<file path="src/rtl/demux_sched_if.sv">
// Handshake bundle between one producer, demux_sched and its N consumers.
// The producer/consumer side uses master; the scheduler uses slave.
interface demux_sched_if #(
    parameter int N = 8,
    parameter int W = 8
);
    logic [N-1:0] EN;
    logic [W-1:0] DIN;
    logic         DIN_VALID;
    logic         DIN_READY;
    logic [W-1:0] Y;
    logic [N-1:0] Y_VALID;
    logic [N-1:0] Y_READY;
    logic [2:0]   SEL;
    logic         BUSY;

    modport master (
        output EN, DIN, DIN_VALID, Y_READY,
        input  DIN_READY, Y, Y_VALID, SEL, BUSY
    );

    modport slave (
        input  EN, DIN, DIN_VALID, Y_READY,
        output DIN_READY, Y, Y_VALID, SEL, BUSY
    );
endinterface

</file>
<file path="src/rtl/demux_sched.sv">
// Burst demultiplexer: BURST beats per enabled channel, round-robin,
// through a one-entry output slot shared by all channels.
module demux_sched #(
    parameter int N     = 8,
    parameter int W     = 8,
    parameter int BURST = 4
) (
    input logic          CLK,
    input logic          RESET,
    demux_sched_if.slave bus
);
    typedef enum logic [1:0] {
        IDLE,
        SEEK,
        SEND
    } state_t;

    localparam logic [3:0] BURST_C = 4'(BURST);

    state_t       state_q, state_d;
    logic [2:0]   sel_q, sel_d;
    logic [3:0]   acc_q, acc_d;
    logic         full_q, full_d;
    logic [W-1:0] y_q, y_d;

    logic         ch_en;
    logic         din_ready;
    logic         take;
    logic         give;
    logic         burst_done;
    logic [2:0]   seek_sel;
    logic [N-1:0] y_valid;

    assign ch_en = bus.EN[sel_q];

    // Descending scan so the nearest enabled channel at or above sel wins.
    always_comb begin
        seek_sel = sel_q;
        for (int i = N - 1; i >= 0; i--) begin
            if (bus.EN[3'(int'(sel_q) + i)]) begin
                seek_sel = 3'(int'(sel_q) + i);
            end
        end
    end

    always_comb begin
        din_ready  = (state_q == SEND) && ch_en
                  && (acc_q < BURST_C)
                  && (!full_q || bus.Y_READY[sel_q]);
        take       = bus.DIN_VALID && din_ready;
        give       = full_q && bus.Y_READY[sel_q];
        burst_done = (acc_q == BURST_C) || !ch_en;

        state_d = state_q;
        sel_d   = sel_q;
        acc_d   = acc_q;
        full_d  = take ? 1'b1 : (give ? 1'b0 : full_q);
        y_d     = take ? bus.DIN : y_q;

        unique case (state_q)
            IDLE: begin
                if (|bus.EN) state_d = SEEK;
            end
            SEEK: begin
                if (|bus.EN) begin
                    state_d = SEND;
                    sel_d   = seek_sel;
                end else begin
                    state_d = IDLE;
                end
            end
            SEND: begin
                acc_d = acc_q + 4'(take);
                // Leave only once the slot beat has gone to this channel.
                if (burst_done && !take && (!full_q || give)) begin
                    state_d = SEEK;
                    sel_d   = sel_q + 3'd1;
                    acc_d   = '0;
                end
            end
            default: state_d = IDLE;
        endcase
    end

    always_ff @(posedge CLK) begin
        if (RESET) begin
            state_q <= IDLE;
            sel_q   <= '0;
            acc_q   <= '0;
            full_q  <= 1'b0;
            y_q     <= '0;
        end else begin
            state_q <= state_d;
            sel_q   <= sel_d;
            acc_q   <= acc_d;
            full_q  <= full_d;
            y_q     <= y_d;
        end
    end

    always_comb begin
        y_valid        = '0;
        y_valid[sel_q] = full_q;
    end

    assign bus.DIN_READY = din_ready;
    assign bus.Y         = y_q;
    assign bus.Y_VALID   = y_valid;
    assign bus.SEL       = sel_q;
    assign bus.BUSY      = (state_q != IDLE);
endmodule

</file>
<file path="src/flat_wrapper.sv">
// flat-port wrapper written by rule: the top's interface ports become plain ports
module demux_sched_flat 
#(
    parameter int N     = 8,
    parameter int W     = 8,
    parameter int BURST = 4
)
  (CLK, RESET, bus_EN, bus_DIN, bus_DIN_VALID, bus_Y_READY, bus_DIN_READY, bus_Y, bus_Y_VALID, bus_SEL, bus_BUSY);
  demux_sched_if #(.N(N), .W(W)) bus_i ();
  input logic CLK;
  input logic RESET;
  input wire logic [$bits(bus_i.EN)-1:0] bus_EN;
  input wire logic [$bits(bus_i.DIN)-1:0] bus_DIN;
  input wire logic [$bits(bus_i.DIN_VALID)-1:0] bus_DIN_VALID;
  input wire logic [$bits(bus_i.Y_READY)-1:0] bus_Y_READY;
  output wire logic [$bits(bus_i.DIN_READY)-1:0] bus_DIN_READY;
  output wire logic [$bits(bus_i.Y)-1:0] bus_Y;
  output wire logic [$bits(bus_i.Y_VALID)-1:0] bus_Y_VALID;
  output wire logic [$bits(bus_i.SEL)-1:0] bus_SEL;
  output wire logic [$bits(bus_i.BUSY)-1:0] bus_BUSY;
  assign bus_i.EN = bus_EN;
  assign bus_i.DIN = bus_DIN;
  assign bus_i.DIN_VALID = bus_DIN_VALID;
  assign bus_i.Y_READY = bus_Y_READY;
  assign bus_DIN_READY = bus_i.DIN_READY;
  assign bus_Y = bus_i.Y;
  assign bus_Y_VALID = bus_i.Y_VALID;
  assign bus_SEL = bus_i.SEL;
  assign bus_BUSY = bus_i.BUSY;
  demux_sched #(.N(N), .W(W), .BURST(BURST)) u_core (.CLK(CLK), .RESET(RESET), .bus(bus_i));
endmodule
</file>
<file path="config.mk">
export PLATFORM = sky130hd
export DESIGN_NAME = demux_sched_flat
export DESIGN_NICKNAME = d
export VERILOG_FILES = /design/src/rtl/demux_sched_if.sv /design/src/rtl/demux_sched.sv /design/src/flat_wrapper.sv
export SDC_FILE = /design/constraint.sdc
export NUM_CORES = 1
export LEC_CHECK = 0
export ABC_AREA = 1
export BUFFER_PORTS_ARGS = -buffer_cell sky130_fd_sc_hd__buf_2
export CORE_ASPECT_RATIO = 1.25
export CORE_MARGIN = 3
export CORE_UTILIZATION = 50
export DETAILED_ROUTE_END_ITERATION = 10
export GPL_ROUTABILITY_DRIVEN = 0
export PLACE_DENSITY = 0.88
export SYNTH_ARGS = -nofsm -noshare
export SYNTH_HDL_FRONTEND = slang
export SYNTH_SLANG_ARGS = --single-unit
</file>
<file path="constraint.sdc">
create_clock -name CLK -period 6.3 [get_ports CLK]
set_input_delay 0.63 -clock CLK [delete_from_list [all_inputs] [get_ports CLK]]
set_output_delay 0.63 -clock CLK [all_outputs]
set_load 0.01 [all_outputs]
</file>
* Word-level counts from Yosys, hierarchy flattened
Index checks and enable logic that the tools add are counted.
** Cells by class
- Add/sub/neg operators :: 9
- Equality and inequality tests :: 8
- Bitwise gates (word level) :: 1
- Muxes and demuxes :: 47
- Magnitude comparators :: 11
- Reductions and logical operators :: 21
** Operator list (number)
- < comparator 3 x 5 -> 1 bit (second input constant) :: 8
- 2-to-1 mux 3 bit :: 10
- binary-select mux 1 bit (select 3 bit) :: 9
- 2-to-1 mux 1 bit :: 21
- adder 3 bit (second input constant) :: 4
- bitwise AND 8 bit :: 1
- logical AND 1 bit :: 8
- != test 8 x 1 -> 1 bit (second input constant) :: 1
- OR reduction 8 bit :: 1
- adder 3 x 1 -> 3 bit (second input constant) :: 2
- adder 3 x 2 -> 3 bit (second input constant) :: 2
- 2-to-1 mux 2 bit :: 3
- one-hot mux 2 bit (3 select lines) :: 1
- one-hot mux 3 bit (2 select lines) :: 1
- nonzero test 2 bit :: 3
- AND reduction 5 bit :: 1
- adder 4 x 1 -> 4 bit :: 1
- == test 4 x 3 -> 1 bit (second input constant) :: 1
- < comparator 3 x 4 -> 1 bit (second input constant) :: 1
- < comparator 4 x 3 -> 1 bit (second input constant) :: 1
- 2-to-1 mux 4 bit :: 1
- != test 2 x 1 -> 1 bit (second input constant) :: 2
- != test 2 bit (second input constant) :: 2
- demux 1 bit (select 3 bit) :: 1
- other kinds (7) :: 11
** Storage, ports and cells
- Output and inout bits :: 21
- Register bits :: 18
- Input port bits :: 27

* Depth between registers and ports, before layout
- Word-level depth :: 14
- Gate-level depth with buffers :: 17
- Gate-level depth less buffers :: 17

* Worst setup path after synthesis
OpenSTA, ideal clock, no wires.
- Path type :: input to register
- Start point :: input bus_EN[7]
- End point :: register u_core.acc_q[3]
- Path slack :: 4135 ps
- Cell stages on the path :: 16
- Arrival :: 2054 ps
- Data required time :: 6189 ps
- Setup time :: 111 ps
- Path through :: nand2_1 -> nand3_1 -> nand3_1 -> nand2_1 -> nand2_1 -> nor3_2 -> nand2_1 -> inv_2 -> nand2_4 -> inv_4 -> ha_1 -> nand3_1 -> nor2_1 -> or2_2 -> nand4_1 -> inv_1
** Between the ends
- Word-level cells in the longest chain between the ends :: 10
** RTL lines
- start, declared :: line flat_wrapper.sv:12 : input wire logic [$bits(bus_i.EN)-1:0] bus_EN;
- binary-select mux 1 bit (select 3 bit) * :: line demux_sched.sv:34 : assign ch_en = bus.EN[sel_q];
- 2-to-1 mux 1 bit (implied by the code) * :: line demux_sched.sv:34
- logical AND 1 bit * :: line demux_sched.sv:47 : din_ready = (state_q == SEND) && ch_en
- logical AND 1 bit * :: line demux_sched.sv:48 : && (acc_q < BURST_C)
- logical AND 1 bit * :: line demux_sched.sv:49 : && (!full_q || bus.Y_READY[sel_q]);
- named net bus_DIN_READY :: line flat_wrapper.sv:16 : output wire logic [$bits(bus_i.DIN_READY)-1:0] bus_DIN_READY;
- logical AND 1 bit * :: line demux_sched.sv:50 : take = bus.DIN_VALID && din_ready;
- parallel branches: the longest is 3 deep, another holds adder 4 x 1 -> 4 bit
- 2-to-1 mux 4 bit * :: line demux_sched.sv:75 : if (burst_done && !take && (!full_q || give)) begin
- end signal, assigned :: line demux_sched.sv:89 : acc_q <= '0;
- end signal, assigned :: line demux_sched.sv:95 : acc_q <= acc_d;
- end, declared :: line demux_sched.sv:22 : logic [3:0] acc_q, acc_d;
Mark *: on every way through the listed nets, which the timed path passes. The select of a mux whose other input is x is not followed.
A chain may end at the register's enable or synchronous reset.

* Worst setup path in the final report
- Start point :: register u_core.sel_q[0], in the netlist u_core.bus.SEL[0]
- End point :: output bus_DIN_READY
** Between the ends
- Word-level cells in the longest chain between the ends :: 5
** RTL lines
- start, declared :: line demux_sched.sv:21 : logic [2:0] sel_q, sel_d;
- start signal, assigned :: line demux_sched.sv:94 : sel_q <= sel_d;
- binary-select mux 1 bit (select 3 bit) :: line demux_sched.sv:34
- 2-to-1 mux 1 bit (implied by the code) :: line demux_sched.sv:34
- logical AND 1 bit :: line demux_sched.sv:47
- logical AND 1 bit :: line demux_sched.sv:48
- logical AND 1 bit * :: line demux_sched.sv:49
- end, declared :: line flat_wrapper.sv:16
Mark *: on every way between the ends. The rest lies on a longest branch, timed or not. The select of a mux whose other input is x is not followed.

==> flow_metrics.tcl <==
set metrics [dict create \
    antennaDiodeCount 0 \
    cpMostUsedCell "nand2_1" \
    cp_num_buf_inv 3 \
    post_cts_resized 0 \
    grt_max_degree 18 \
    overflow 0 \
    die_h_um 66.7 \
    criticalPathCategory "register to output port" \
    num_rows 21 \
    root_buffer "clkbuf_4" \
    portBuffers 47 \
    drv_slew 0 \
    leakagePower_nw 0.975 \
    ir_drop_mv 0.225 \
    maxCapViolCount 0 \
    core_um2 2760 \
    grtUsageMet1 0.244 \
    grt_pass1_vias 1498 \
    path_max_fanout 17 \
    vias_per_cell 5.21 \
    slowest_stage "dfxtp_1" \
    finClkSkew_ns 0.00423 \
    status "complete, no violations" \
    grt_usage 0.224 \
    critPathTopFamily "flip-flops" \
    tightest_slew_ns 0.537 \
    clkTransAtPathRegs_ns 0.10 \
    busiest_layer "met2" \
    vias 1705 \
    start_kind "register" \
    routedWlPerCell_um 11.5 \
    cp.arrival_ns 2.04 \
    antenna_found_initial 0 \
    post-cts-setup-buffers 0 \
    slowest_delay_ns 0.67 \
    ctsLongestPathBuffers 2 \
    drtIter0Drc 45 \
    finalCritPeriodShare 0.424 \
    max_slew_margin 0.641 \
    synth.distinct_cells 30 \
    htreeDepth 1 \
    synth_seq_cells 18 \
    start_util 0.534 \
    finalSetupViolations 0 \
    crit_chain "inv_2 -> nand2_1 -> nand3_1 -> nand3_1 -> nand2_1 -> nand2_1 -> nor3_2 -> nand2_1 -> inv_2 -> buf_2" \
    max_freq_mhz 375 \
    met2_usage 0.401 \
    cts_sinks 18 \
    filler_cell_count 275 \
    end_kind "output port" \
    die_w_um 54.5 \
    clock_latency_ns 0.30 \
    cts_made_buffers 3 \
    layout-drive-gt1-share 0.222 \
    rsz0062_at_grt "no" \
    drtAntennaViolNets 0 \
    drc_errors 0 \
    powerDensity_nw_per_um2 453 \
    cts_tree "built" \
    pin_count 48 \
    p_total_w 0.000794 \
    synth_nets 282 \
    ys_seq_area_frac 0.245 \
    syn_area_um2 1470 \
    grt_pass1_wl_um 6150 \
    fin_tns_setup_ns 0 \
    critPathRequiredTime_ns 5.67 \
    area_delta_synth_final_pct 18.9 \
    finalHoldViolations 0 \
    fin_nets 329 \
    syn-instance-count 247 \
    cts_hold_buf 0 \
    min_period_ns 2.67 \
    yosys_warnings 0 \
    hpwl_um 2980 \
    grt_use_met3 0.0403 \
    drtPass1Iterations 4 \
    avgSynthCellArea_um2 5.96 \
    min_path_type "register to register" \
    routed_wl_um 3750 \
    die_area_um2 3640 \
]
[cell usage in the layout (no fill, tap or decap), drive strengths merged]
master,instances
a2111oi,1
a21o,1
a21oi,16
and2,1
and3,1
buf,47
clkbuf,4
dfxtp,18
ha,8
inv,28
nand2,89
nand3,41
nand3b,2
nand4,3
nor2,23
nor3,2
o21ai,4
or2,1
or3b,1
xnor2,2
[synthesized netlist by cell type]
| cell type | instances | area, um2 |
|---|---|---|
| xnor2_1 | 2 | 17.5 |
| or3b_1 | 1 | 8.76 |
| nand2_1 | 88 | 330 |
| dfxtp_1 | 18 | 360 |
| and3_1 | 1 | 6.26 |
| a2111oi_2 | 1 | 15.0 |
| o21ai_0 | 1 | 5.00 |
| buf_6 | 1 | 11.3 |
| nand2_4 | 1 | 11.3 |
| nor2_2 | 1 | 6.26 |
| nor3_1 | 1 | 5.00 |
| nand3_1 | 39 | 195 |
| or2_2 | 1 | 6.26 |
| ha_1 | 8 | 100 |
| nor3_2 | 1 | 10.0 |
| clkbuf_1 | 1 | 3.75 |
| nand3_2 | 2 | 20.0 |
| o21ai_2 | 2 | 17.5 |
| buf_2 | 1 | 5.00 |
| and2_1 | 1 | 6.26 |
| a21oi_1 | 16 | 80.1 |
| o21ai_1 | 1 | 5.00 |
| nand3b_1 | 2 | 15.0 |
| buf_4 | 2 | 15.0 |
| inv_2 | 4 | 15.0 |
| nand4_1 | 3 | 18.8 |
| a21o_1 | 1 | 7.51 |
| inv_4 | 1 | 6.26 |
| inv_1 | 23 | 86.3 |
| nor2_1 | 22 | 82.6 |
[sequential cells by signal, indices dropped and copies added, names as in the netlist]
name / flops
u_core.full_q: 1
u_core.state_q: 2
u_core.bus.Y: 8
u_core.acc_q: 4
u_core.bus.SEL: 3
[logic make-up (layout without fill, tap and decap cells)]
logic type	after synthesis	count (layout)	synth area share
AND/OR/NAND/NOR	164	164	0.490
buffers and inverters	33	79	0.0968
AO/OA/AOI/OAI	22	22	0.0884
flip-flops	18	18	0.245
adder cells (fa/ha/maj)	8	8	0.0680
XOR/XNOR	2	2	0.0119
[metrics by stage]
step | worst slack (ns) | area [um2] | hold WS [ns] | utilization | instances
after floorplan | 4.14 | 1470 | 0.440 | - | 247
after global placement | 3.79 | 1720 | 0.455 | 0.622 | 323
after detailed placement | 3.68 | 1720 | 0.459 | 0.622 | 323
after CTS | 3.63 | 1750 | 0.475 | 0.635 | 327
after global routing | 3.38 | 1750 | 0.488 | 0.635 | 327
final | 3.63 | 1750 | 0.472 | 0.635 | 327
[power by group]
group / total (W) / switching [W] / internal [W] / leakage [nW]
Sequential: 0.000164 / 0.0000363 / 0.000128 / 0.146
Clock: 0.0000726 / 0.0000373 / 0.0000353 / 0.0210
Combinational: 0.000557 / 0.000359 / 0.000198 / 0.808
[worst register-to-register path, delay by kind of cell (launching register included)]
| kind | cells | cell delay [ns] |
|---|---|---|
| and+or+nand+nor | 12 | 1.26 |
| DFF | 1 | 0.67 |
| buffers and inverters | 4 | 0.40 |
| adders and majority gates | 1 | 0.22 |
[final cells by class]
cell class / count / area, um2 / area share
timing repair buffer: 47 / 235 / 0.134
tap: 34 / 42.5 / 0.0243
sequential: 18 / 360 / 0.206
clock buffer: 4 / 36.3 / 0.0207
multi-input combinational: 196 / 970 / 0.554
inverter: 28 / 108 / 0.0614
[path summary, 6_finish.rpt]
path                                         from              end  slack (ns)  cells after the start
worst min register to register    u_core.bus.Y[1]  u_core.bus.Y[1]        0.47                      2
worst max register to register  u_core.bus.SEL[0]  u_core.acc_q[3]        3.65                     17
worst min-delay path              u_core.bus.Y[1]  u_core.bus.Y[1]        0.47                      2
worst max-delay path            u_core.bus.SEL[0]    bus_DIN_READY        3.63                     10
[metal layers]
layer	vias to the layer above	part of all wire
met1	750	0.42
met4	0	0.028
met5	-	0
met3	9	0.062
met2	56	0.49
li1	890	-
(Power assumes the default switching activity.)
